--- config.mk ---
export PLATFORM = sky130hd
export DESIGN_NAME = strobe_period_controller
export DESIGN_NICKNAME = d
export VERILOG_FILES = /design/src/rtl/strobe_period_controller.sv
export SDC_FILE = /design/constraint.sdc
export NUM_CORES = 1
export LEC_CHECK = 0
export ABC_AREA = 1
export BUFFER_PORTS_ARGS = -buffer_cell sky130_fd_sc_hd__buf_2
export CORE_MARGIN = 3
export CORE_UTILIZATION = 35
export DETAILED_ROUTE_END_ITERATION = 10
export PLACE_DENSITY_LB_ADDON = 0.2
export SYNTH_ARGS = -nofsm -noshare
export SYNTH_HDL_FRONTEND = slang
export SYNTH_SLANG_ARGS = --single-unit
--- constraint.sdc ---
create_clock -name clk -period 2.15 [get_ports clk]
set_input_delay 0.43 -clock clk [delete_from_list [all_inputs] [get_ports clk]]
set_output_delay 0.43 -clock clk [all_outputs]
set_load 0.03 [all_outputs]
--- src/rtl/strobe_period_controller.sv ---
// Sequencer in front of counter_with_strobe: accepts period updates over valid/ready,
// applies them only at strobe boundaries, gates the counter enable and counts periods.
module strobe_period_controller #(
    parameter int WIDTH      = 32,
    parameter int MIN_PERIOD = 2
) (
    input  logic             clk,
    input  logic             rst,
    input  logic             run,
    input  logic             cfg_valid,
    input  logic [WIDTH-1:0] cfg_period,
    output logic             cfg_ready,
    output logic             cfg_err,
    output logic             cfg_applied,
    output logic             cnt_rst,
    output logic             cnt_enable,
    output logic [WIDTH-1:0] cnt_reset_value,
    input  logic             cnt_ready,
    input  logic             cnt_strobe,
    output logic [WIDTH-1:0] period_count
);

    localparam logic [WIDTH-1:0] MIN_P = WIDTH'(MIN_PERIOD);

    typedef enum logic [1:0] {
        ST_IDLE,
        ST_LOAD,
        ST_RUN,
        ST_PENDING
    } state_t;

    state_t           state_q, state_d;
    logic             cfg_err_q, cfg_err_d;
    logic             swap_applied_q, swap_applied_d;
    logic [WIDTH-1:0] reset_value_q, reset_value_d;
    logic [WIDTH-1:0] pending_q, pending_d;
    logic [WIDTH-1:0] count_q, count_d;
    logic             legal;

    assign legal = (cfg_period >= MIN_P);

    always_ff @(posedge clk) begin
        if (rst) begin
            state_q        <= ST_IDLE;
            cfg_err_q      <= 1'b0;
            swap_applied_q <= 1'b0;
            reset_value_q  <= MIN_P;
            pending_q      <= '0;
            count_q        <= '0;
        end else begin
            state_q        <= state_d;
            cfg_err_q      <= cfg_err_d;
            swap_applied_q <= swap_applied_d;
            reset_value_q  <= reset_value_d;
            pending_q      <= pending_d;
            count_q        <= count_d;
        end
    end

    always_comb begin
        state_d        = state_q;
        cfg_err_d      = cfg_err_q;
        swap_applied_d = 1'b0;
        reset_value_d  = reset_value_q;
        pending_d      = pending_q;
        count_d        = count_q;
        cfg_ready      = 1'b0;
        cnt_rst        = 1'b0;
        cnt_enable     = 1'b0;

        case (state_q)
            ST_IDLE: begin
                cfg_ready = 1'b1;
                if (cfg_valid) begin
                    if (legal) begin
                        reset_value_d = cfg_period;
                        state_d       = ST_LOAD;
                    end else begin
                        cfg_err_d = 1'b1;
                    end
                end
            end
            ST_LOAD: begin
                cnt_rst = 1'b1;
                count_d = '0;
                state_d = ST_RUN;
            end
            ST_RUN: begin
                cfg_ready  = 1'b1;
                cnt_enable = run & cnt_ready;
                if (cnt_strobe) begin
                    count_d = count_q + 1'b1;
                end
                if (cfg_valid) begin
                    if (legal) begin
                        pending_d = cfg_period;
                        state_d   = ST_PENDING;
                    end else begin
                        cfg_err_d = 1'b1;
                    end
                end
            end
            ST_PENDING: begin
                // Enable is held low on the swap strobe so the counter sees the new value cleanly
                cnt_enable = run & cnt_ready & ~cnt_strobe;
                if (cnt_strobe) begin
                    reset_value_d  = pending_q;
                    swap_applied_d = 1'b1;
                    count_d        = '0;
                    state_d        = ST_RUN;
                end
            end
            default: begin
                state_d = ST_IDLE;
            end
        endcase
    end

    assign cfg_err         = cfg_err_q;
    assign cfg_applied     = (state_q == ST_LOAD) | swap_applied_q;
    assign cnt_reset_value = reset_value_q;
    assign period_count    = count_q;

endmodule
==> results.tsv <==
stage	metric	value	unit
synth	Main synth FF type	dfxtp_1	
route	DRC viols	0	
global_route	largest net degree at the start of global routing	66	
power	peak supply drop	0.448	mV
synth	flops & latches, synth	100	
layout	layout cells sized above 1	0.165	
route	Avg WL per Cell	11.7	um
timing	Tightest Pin Transition	0.720	ns
global_route	GR Util All Layers	0.164	
synth	Distinct cells, synth	29	
route	Routed Antenna Nets	0	
floorplan	standard-cell rows	44	
worst_hold_path	Hold EP	cfg_err	
setup_path	Slowest-stage cell, CP	dfxtp_1	
place	hpwl dp	9.40	mm
timing	worst clock skew	0.00316	ns
setup_path	origin of the critical flop-to-flop path	state_q[0]	
synth	Area contributors post-synth	dfxtp_1 37%, nand2_1 15%, inv_1 12%	
timing	Max-Slew Margin vs Limit	0.518	
layout	Layout Area Growth over Synthesis	18.5	%
job	max cap viols	0	
route	routed vias	5223	
worst_hold_path	Hold Path Origin	rst	
synth	EDFF count, synth	0	
route	WL met1	6.71	mm
cts	CTS resizes	0	
setup_path	critical path cell sequence	inv_1 > nor2_1 > or2_2 > buf_2	
cts	Clock Sink Count	100	
setup_path	reg-to-reg endpoint	cnt_reset_value[2]	
setup_path	crit-path max FO	7	
global_route	first-pass GRT wire length	22.3	mm
route	highest layer used for signal routing	met4	
setup_path	Worst path max stage delay	0.51	ns
synth	mean post-synth cell area	6.13	um2
floorplan	DIE HEIGHT	130	um
cts	Post-CTS Setup Inserts	0	
cts	later-pin clock latency in the skew report	0.34	ns
synth	Syn Nets	914	
cts	H-tree levels	3	
timing	RSZ-0062 raised after global routing	false	
cts	CTS tree	yes	
place	Final Wtd Congestion	0.779	
setup_path	worst r2r path cells	6	
synth	Mapped Area	5360	um2
timing	final hold violation count	0	
route	met3 WL post-DR	629	um
synth	Synth area leader	dfxtp_1	
layout	ant diodes	0	
cts	Root Buffer Master	clkbuf_16	
global_route	grt total ovfl	0	
timing	f_max	519	MHz
floorplan	Die Area	16800	um2
run_status	status	completed	
cts	cts hold-fix bufs	0	
timing	final setup fails	0	
setup_path	Setup Crit Path Kind	flip-flop to output pin	
setup_path	Arr. time, crit path	1.50	ns
place	Port Buffers	106	
route	drt total wl	13.5	mm
setup_path	CP Data Required Time	1.72	ns
timing	Slew Limit Fails	0	
setup_path	flop2flop setup slack	0.25	ns
floorplan	Core Region	14800	um2
worst_hold_path	HP Class	input pin to flip-flop	
synth	sequential fraction of the synthesis area	0.373	
power	final total power	0.00438	W
floorplan	Initial Utilization	0.363	
timing	setup TNS	0	ns
route	DRT iter0 DRCs	325	
route	Via density	4.54	
route	met2 WL	6.04	mm
worst_hold_path	Hold Crit Depth	2	
synth	ys async rst share	0	
timing	final worst path period share	0.896	
synth	top-count cell post-synth	nand2_1	
floorplan	Die W	130	um
layout	nets@finish	1002	
global_route	antenna violations before repair	0	
layout	fillers	1626	
cts	clk buf depth	2	
cts	Worst-path clk slew	0.07	ns
power	pwr dens	690	nW/um2
route	Pre-antenna DRT Iters	5	
floorplan	# IOs	107	
cts	Inserted Clock Buffers	9	
global_route	vias in the first global route	4641	
synth	Synthesis Warnings	0	
setup_path	Critical Path Start Type	flip-flop	
synth	Syn Inst Count	875	
power	P_leak	3.27	nW
setup_path	Setup crit end kind	output pin	
synth	Yosys top cell area share	0.373	
timing	clock period minus worst slack	1.93	ns
synth	most frequent cells after synthesis	221 x nand2_1, 168 x inv_1, 116 x nor2_1, 100 x dfxtp_1, 53 x nand3_1	
## layer usage
metal | track usage | vias up
met1 | 0.216 | 2255
li1 | - | 2863
met4 | 0.0348 | 0
met5 | 0 | -
met3 | 0.0467 | 7
met2 | 0.270 | 98
## worst max-delay path by stage
stage,slack [ns],cells after the start,startpoint,end
floorplan,0.26,4,state_q[0],cfg_applied
global placement,0.23,7,cnt_strobe,cnt_reset_value[7]
detailed placement,0.18,7,cnt_strobe,cnt_reset_value[2]
CTS,0.15,4,state_q[0],cfg_applied
global route,0.02,6,state_q[0],cnt_reset_value[6]
finish,0.22,4,state_q[0],cfg_applied
## worst max-delay path: cells and delay by family, from the launching register on
family	cells	cell delay, ns
buffers and inverters	2	0.37
flip-flops	1	0.51
AND/OR/NAND/NOR	2	0.27
## kinds of logic (layout without fill, tap and decap cells)
family	Yosys count	in the layout	synth area share
AO/OA/AOI/OAI	101	101	0.0990
adder cells (fa/ha/maj)	1	1	0.00233
buffers and inverters	216	308	0.157
flip-flops	100	100	0.373
AND/OR/NAND/NOR	457	457	0.368
## layout make-up
class,count,area (um2),share of cell area
Multi-Input combinational cell,559,2520,0.396
Clock inverter,1,5.00,0.000788
Sequential cell,100,2000,0.315
Tap cell,184,230,0.0362
Timing Repair Buffer,121,668,0.105
Inverter,172,646,0.102
Clock buffer,14,284,0.0447
## per-stage QoR
stage | utilization | area [um2] | std cells | hold WS [ns] | setup WS, ns
finish | 0.430 | 6350 | 1151 | 0.357 | 0.223
global route | 0.430 | 6350 | 1151 | 0.345 | 0.0164
CTS | 0.430 | 6350 | 1151 | 0.341 | 0.153
detailed placement | 0.411 | 6060 | 1136 | 0.447 | 0.184
global placement | 0.411 | 6060 | 1136 | 0.444 | 0.227
floorplan | - | 5360 | 875 | 0.483 | 0.262
## placed cells by master, fill, tap and decap left out, types with 7 or more instances in the layout
cell type and instances:
nor2_2 7, buf_4 13, buf_2 106, nor2_1 116
nand3_1 53, o21ai_0 43, inv_1 168, nand2_1 221
dfxtp_1 100, clkbuf_16 9, nand4_1 40, a21oi_1 51
## where the power goes
group / total (W) / leakage, nW / switching [W] / internal, W
Clock: 0.00160 / 0.145 / 0.000692 / 0.000905
Sequential: 0.00200 / 0.816 / 0.0000490 / 0.00195
Combinational: 0.000781 / 2.31 / 0.000519 / 0.000262
Total: 0.00438 / 3.27 / 0.00126 / 0.00312
## sequential cells by signal, indices dropped and copies added, names as in the netlist
name / count
period_count: 32
cnt_reset_value: 32
swap_applied_q: 1
cfg_err: 1
state_q: 2
pending_q: 32
Power figures use the tool's default switching activity.
